--- src/rtl/muldiv_unit_if.sv ---
// Handshake and register-file write-port bundle between issue logic and muldiv_unit.
interface muldiv_unit_if #(
  parameter int WIDTH = 8
);
  logic             start;
  logic [1:0]       op;
  logic [2:0]       rd_in;
  logic [WIDTH-1:0] a;
  logic [WIDTH-1:0] b;
  logic             busy;
  logic             done;
  logic             we;
  logic [2:0]       write_reg;
  logic [WIDTH-1:0] write_data;

  modport master (
    output start, op, rd_in, a, b,
    input  busy, done, we, write_reg, write_data
  );

  modport slave (
    input  start, op, rd_in, a, b,
    output busy, done, we, write_reg, write_data
  );
endinterface

--- src/rtl/muldiv_unit.sv ---
// Iterative radix-2 multiply/divide unit feeding the register-file write port.
// Optional build macro MULDIV_FASTZERO_EN: zero-operand operations bypass RUN.
//
// state | meaning
// IDLE  | waiting for start; outputs hold last result
// RUN   | one shift-add / shift-subtract iteration per cycle, WIDTH cycles
// DONE  | result valid, done (and we if rd != 0) high for one cycle
module muldiv_unit #(
  parameter int WIDTH = 8
) (
  input  logic          clk_i,
  input  logic          rst_i,
  muldiv_unit_if.slave  bus
);

  localparam int CW = $clog2(WIDTH + 1);

  localparam logic [1:0] OP_MUL   = 2'b00;
  localparam logic [1:0] OP_MULHU = 2'b01;
  localparam logic [1:0] OP_DIVU  = 2'b10;
  localparam logic [1:0] OP_REMU  = 2'b11;

  typedef enum logic [1:0] {
    S_IDLE = 2'b00,
    S_RUN  = 2'b01,
    S_DONE = 2'b10
  } state_e;

  state_e             state_q;
  logic [1:0]         op_q;
  logic [2:0]         rd_q;
  logic [CW-1:0]      cnt_q;
  logic [WIDTH-1:0]   opb_q;
  logic [2*WIDTH-1:0] prod_q;
  logic [WIDTH:0]     rem_q;
  logic [WIDTH-1:0]   quo_q;
  logic               busy_q;
  logic               done_q;
  logic               we_q;
  logic [2:0]         wreg_q;
  logic [WIDTH-1:0]   wdata_q;

  logic [WIDTH:0]     mul_sum_d;
  logic [2*WIDTH-1:0] prod_d;
  logic [WIDTH+1:0]   rem_sh;
  logic [WIDTH:0]     rem_diff;
  logic [WIDTH:0]     rem_d;
  logic [WIDTH-1:0]   quo_d;
  logic [WIDTH-1:0]   result_d;

  always_comb begin
    mul_sum_d = {1'b0, prod_q[2*WIDTH-1:WIDTH]} + (prod_q[0] ? {1'b0, opb_q} : '0);
    prod_d    = {mul_sum_d, prod_q[WIDTH-1:1]};

    // Restoring step; a zero divisor always subtracts, giving all-ones quotient and remainder = a.
    rem_sh   = {rem_q, quo_q[WIDTH-1]};
    rem_diff = rem_sh[WIDTH:0] - {1'b0, opb_q};
    if (rem_sh >= {2'b00, opb_q}) begin
      rem_d = rem_diff;
      quo_d = {quo_q[WIDTH-2:0], 1'b1};
    end else begin
      rem_d = rem_sh[WIDTH:0];
      quo_d = {quo_q[WIDTH-2:0], 1'b0};
    end

    case (op_q)
      OP_MUL:   result_d = prod_d[WIDTH-1:0];
      OP_MULHU: result_d = prod_d[2*WIDTH-1:WIDTH];
      OP_DIVU:  result_d = quo_d;
      OP_REMU:  result_d = rem_d[WIDTH-1:0];
      default:  result_d = '0;
    endcase
  end

`ifdef MULDIV_FASTZERO_EN
  logic             fast_zero;
  logic [WIDTH-1:0] fast_result;

  always_comb begin
    fast_zero   = 1'b0;
    fast_result = '0;
    if (bus.op == OP_DIVU || bus.op == OP_REMU) begin
      fast_zero   = (bus.b == '0);
      fast_result = (bus.op == OP_DIVU) ? '1 : bus.a;
    end else begin
      fast_zero   = (bus.a == '0) || (bus.b == '0);
    end
  end
`endif

  always_ff @(posedge clk_i) begin
    if (rst_i) begin
      state_q <= S_IDLE;
      op_q    <= '0;
      rd_q    <= '0;
      cnt_q   <= '0;
      opb_q   <= '0;
      prod_q  <= '0;
      rem_q   <= '0;
      quo_q   <= '0;
      busy_q  <= 1'b0;
      done_q  <= 1'b0;
      we_q    <= 1'b0;
      wreg_q  <= '0;
      wdata_q <= '0;
    end else begin
      case (state_q)
        S_IDLE: begin
          if (bus.start) begin
            op_q   <= bus.op;
            rd_q   <= bus.rd_in;
            opb_q  <= bus.b;
            prod_q <= {{WIDTH{1'b0}}, bus.a};
            quo_q  <= bus.a;
            rem_q  <= '0;
            cnt_q  <= CW'(WIDTH - 1);
            busy_q <= 1'b1;
`ifdef MULDIV_FASTZERO_EN
            if (fast_zero) begin
              state_q <= S_DONE;
              done_q  <= 1'b1;
              we_q    <= (bus.rd_in != 3'd0);
              wreg_q  <= bus.rd_in;
              wdata_q <= fast_result;
            end else begin
              state_q <= S_RUN;
            end
`else
            state_q <= S_RUN;
`endif
          end
        end
        S_RUN: begin
          prod_q <= prod_d;
          rem_q  <= rem_d;
          quo_q  <= quo_d;
          cnt_q  <= cnt_q - CW'(1);
          if (cnt_q == '0) begin
            state_q <= S_DONE;
            done_q  <= 1'b1;
            we_q    <= (rd_q != 3'd0);
            wreg_q  <= rd_q;
            wdata_q <= result_d;
          end
        end
        S_DONE: begin
          state_q <= S_IDLE;
          done_q  <= 1'b0;
          we_q    <= 1'b0;
          busy_q  <= 1'b0;
        end
        default: begin
          state_q <= S_IDLE;
          done_q  <= 1'b0;
          we_q    <= 1'b0;
          busy_q  <= 1'b0;
        end
      endcase
    end
  end

  assign bus.busy       = busy_q;
  assign bus.done       = done_q;
  assign bus.we         = we_q;
  assign bus.write_reg  = wreg_q;
  assign bus.write_data = wdata_q;

endmodule

--- src/flat_wrapper.sv ---
// flat-port wrapper written by rule: the top's interface ports become plain ports
module muldiv_unit_flat 
#(
  parameter int WIDTH = 8
)
  (clk_i, rst_i, bus_start, bus_op, bus_rd_in, bus_a, bus_b, bus_busy, bus_done, bus_we, bus_write_reg, bus_write_data);
  muldiv_unit_if #(.WIDTH(WIDTH)) bus_i ();
  input  logic clk_i;
  input  logic rst_i;
  input wire logic [$bits(bus_i.start)-1:0] bus_start;
  input wire logic [$bits(bus_i.op)-1:0] bus_op;
  input wire logic [$bits(bus_i.rd_in)-1:0] bus_rd_in;
  input wire logic [$bits(bus_i.a)-1:0] bus_a;
  input wire logic [$bits(bus_i.b)-1:0] bus_b;
  output wire logic [$bits(bus_i.busy)-1:0] bus_busy;
  output wire logic [$bits(bus_i.done)-1:0] bus_done;
  output wire logic [$bits(bus_i.we)-1:0] bus_we;
  output wire logic [$bits(bus_i.write_reg)-1:0] bus_write_reg;
  output wire logic [$bits(bus_i.write_data)-1:0] bus_write_data;
  assign bus_i.start = bus_start;
  assign bus_i.op = bus_op;
  assign bus_i.rd_in = bus_rd_in;
  assign bus_i.a = bus_a;
  assign bus_i.b = bus_b;
  assign bus_busy = bus_i.busy;
  assign bus_done = bus_i.done;
  assign bus_we = bus_i.we;
  assign bus_write_reg = bus_i.write_reg;
  assign bus_write_data = bus_i.write_data;
  muldiv_unit #(.WIDTH(WIDTH)) u_core (.clk_i(clk_i), .rst_i(rst_i), .bus(bus_i));
endmodule
--- config.mk ---
export PLATFORM = sky130hd
export DESIGN_NAME = muldiv_unit_flat
export DESIGN_NICKNAME = d
export VERILOG_FILES = /design/src/rtl/muldiv_unit_if.sv /design/src/rtl/muldiv_unit.sv /design/src/flat_wrapper.sv
export SDC_FILE = /design/constraint.sdc
export NUM_CORES = 1
export LEC_CHECK = 0
export ABC_AREA = 1
export BUFFER_PORTS_ARGS = -buffer_cell sky130_fd_sc_hd__buf_4
export CORE_MARGIN = 3
export CORE_UTILIZATION = 63
export DETAILED_ROUTE_END_ITERATION = 8
export PLACE_DENSITY = 0.92
export SLEW_MARGIN = 10
export SYNTH_ARGS = -nofsm -noshare
export SYNTH_HDL_FRONTEND = slang
export SYNTH_SLANG_ARGS = --single-unit
--- constraint.sdc ---
create_clock -name clk_i -period 5.6 [get_ports clk_i]
set_clock_uncertainty 0.15 [all_clocks]
set_input_delay 1.12 -clock clk_i [delete_from_list [all_inputs] [get_ports clk_i]]
set_output_delay 1.12 -clock clk_i [all_outputs]
set_load 0.005 [all_outputs]
==> out/results.ini <==
[final_layout]
reg.largest.list = u_core.prod_q (16), u_core.rem_q (9)
fin_nets = 606
design_area_um2 = 4110
final_util = 0.738
largest_register_ffs = 16
fin_cells = 640
syn2layout_area_growth_pct = 12.5
top_register = u_core.prod_q
antenna_cells = 0
drive_gt1_frac = 0.139

[floorplanning]
die_y_um = 82.2
io_pins = 38
rows = 27
core_um2 = 5570
die_w_um = 82.2
dieArea_um2 = 6750
initial_core_util = 0.656

[drt]
routed_wl_um = 9510
avgViaCountPerCell = 5.78
vias = 3699
first_pass_iters = 5
drc = 0
detail-route-antenna-nets = 0
wire_per_inst_um = 14.9
dr.first_iter.drc_count = 316

[sta]
drv_slew = 0
fmax_ghz = 0.339
min_period_ns = 2.95
grt_setup_unrepaired = false
fin_setup_tns_ns = 0
finalSetupViolations = 0
max_slew_margin = 0.473
hold_viol = 0
period_share = 0.527
worst_hold_slack_ns = 0.321
worstMarginPinSlew_ns = 0.788
setup_ws_ns = 2.65

[setup_path]
cp_max_fo = 37
slowest_stage = nand2_1
path_class = in -> reg
cp_cell_sequence = buf_4, nand2_1, inv_1, nor2_2, buf_4, a22oi_1, a21oi_1
cp.required_ns = 5.74
critPathTopFamily = buffers and inverters
worstPathBufferInverterCount = 3
critPathMaxStageDelay_ns = 0.57
worstSetupEndpointType = flop
start_kind = primary input
critPathArrivalTime_ns = 3.10
path_common_cell = buf_4

[yosys]
ys_types = 35
avgSynthCellArea_um2 = 6.82
synth_area_um2 = 3660
syn_nets = 579
synthFlopType = dfxtp_1
synth-async-reset-ratio = 0
synth_edf_count = 0
netlist_instances = 536
ys.warnings.count = 0
synth-seq-area-share = 0.361
ys_ff_latch = 66

[global_routing]
grt_overflow = 0
grt_pass1_vias = 3472
antenna_found_initial = 0
grt_start_max_net_pins = 48
grt_usage = 0.305
grt_pass1_wl_um = 15800

[clocking]
ctsHoldBuffers = 0
cts-root-buf = clkbuf_8
clkSinkCount = 66
clk_latency_ns = 0.36
cts_tree = built
post-cts-setup-buffer-count = 0
numCtsBuffers = 9
clk_pin_slew_worst_paths_ns = 0.08
cts_resized = 0
htreeDepth = 3
cts.path.max_buffers = 2

[run]
cap_violations = 0

[min_path]
min-delay-path-class = reg -> reg

[power_and_ir_drop]
p_per_area_nw_per_um2 = 337
p_sw_frac = 0.398
netSwitchingPower_mw = 0.553
combPwrFrac = 0.339
power_frac_clock = 0.271
power_leakage_nw = 1.90
p_int_mw = 0.834
pwr-share-seq = 0.390
p_total_mw = 1.39
peakVddDrop_mv = 0.244

[placed_design]
io_buffers = 37
postPlaceCellArea_um2 = 3930
dp_cells = 624
gp_congestion = 0.923
hpwlAfterDp_um = 6620
pre_cts_slack_ns = 2.40

[status]
status = complete, no violations

-- final cells by class --
class                   count  area (um2)
inverters                  58         218
flip-flops and latches     66        1320
multi-input cells         390        2010
fillers                   449        1460
repair buffers             38         285
clock inverters             7        60.1
clock buffers               9         124
well taps                  72        90.1
-- routing by layer --
metal  global-route usage  share of wire  vias to the layer above
li1                     -              -                     1803
met2                0.476           0.46                      180
met1                0.383           0.42                     1685
met4                0.128          0.032                        0
met3                0.104          0.085                       31
met5                    0              0                        -
-- Yosys cell counts, types with 5 or more instances --
cell | n | area share
nand2_1 | 161 | 0.17
dfxtp_1 | 66 | 0.36
inv_1 | 57 | 0.059
a21oi_1 | 47 | 0.064
nor2_1 | 41 | 0.042
nand3_1 | 28 | 0.038
o21ai_0 | 28 | 0.038
ha_1 | 17 | 0.058
a31oi_1 | 15 | 0.026
clkbuf_1 | 12 | 0.012
nand4_1 | 8 | 0.014
or2_2 | 7 | 0.012
nand2_2 | 5 | 0.0086
-- worst register-to-register path: cells and delay by family (launching register included) --
kind / cells / cell delay [ns]
adders and majority gates: 2 / 0.62
and+or+nand+nor: 8 / 0.85
buffers and inverters: 1 / 0.07
DFF: 1 / 0.41
AOI/OAI and AO/OA: 2 / 0.37
-- cell families (layout without fill, tap and decap cells) --
family	after synthesis	count (layout)	synth area share
and+or+nand+nor	260	260	0.302
AOI/OAI and AO/OA	106	106	0.168
buffers and inverters	80	112	0.0876
DFF	66	66	0.361
adders and majority gates	19	19	0.0691
xor gates and xnor gates	5	5	0.0120
-- path summary, 6_finish.rpt --
path / from / endpoint / slack [ns] / depth (start not counted)
max: bus_start / u_core.quo_q[0] / 2.65 / 7
min: u_core.bus.busy / u_core.bus.busy / 0.32 / 2
max reg2reg: u_core.opb_q[0] / u_core.bus.write_data[5] / 3.00 / 13
min reg2reg: u_core.bus.busy / u_core.bus.busy / 0.32 / 2
-- power by group through the flow --
stage               Clock [mW]  Combinational, mW  Sequential [mW]
global placement             0              0.438            0.547
detailed placement           0              0.454            0.549
finish                   0.376              0.470            0.541
floorplan                    0              0.374            0.541
global route             0.400              0.526            0.545
CTS                      0.376              0.461            0.539
-- cells in the final DEF (no fill, tap or decap), drive strengths merged --
| cell | instances |
|---|---|
| or2 | 7 |
| nand2 | 167 |
| o21bai | 1 |
| ha | 17 |
| clkinvlp | 1 |
| xnor2 | 3 |
| o32ai | 1 |
| o21ai | 28 |
| a22oi | 1 |
| o31ai | 1 |
| clkinv | 3 |
| a221oi | 1 |
| a21oi | 53 |
| clkbuf | 9 |
| nand3b | 2 |
| nand4 | 8 |
| o211ai | 4 |
| buf | 38 |
| a211oi | 1 |
| nor2 | 44 |
| fa | 2 |
| a31oi | 15 |
| nand3 | 30 |
| dfxtp | 66 |
| inv | 61 |
| nor3 | 2 |
| xor2 | 2 |
Power figures use the tool's default switching activity.
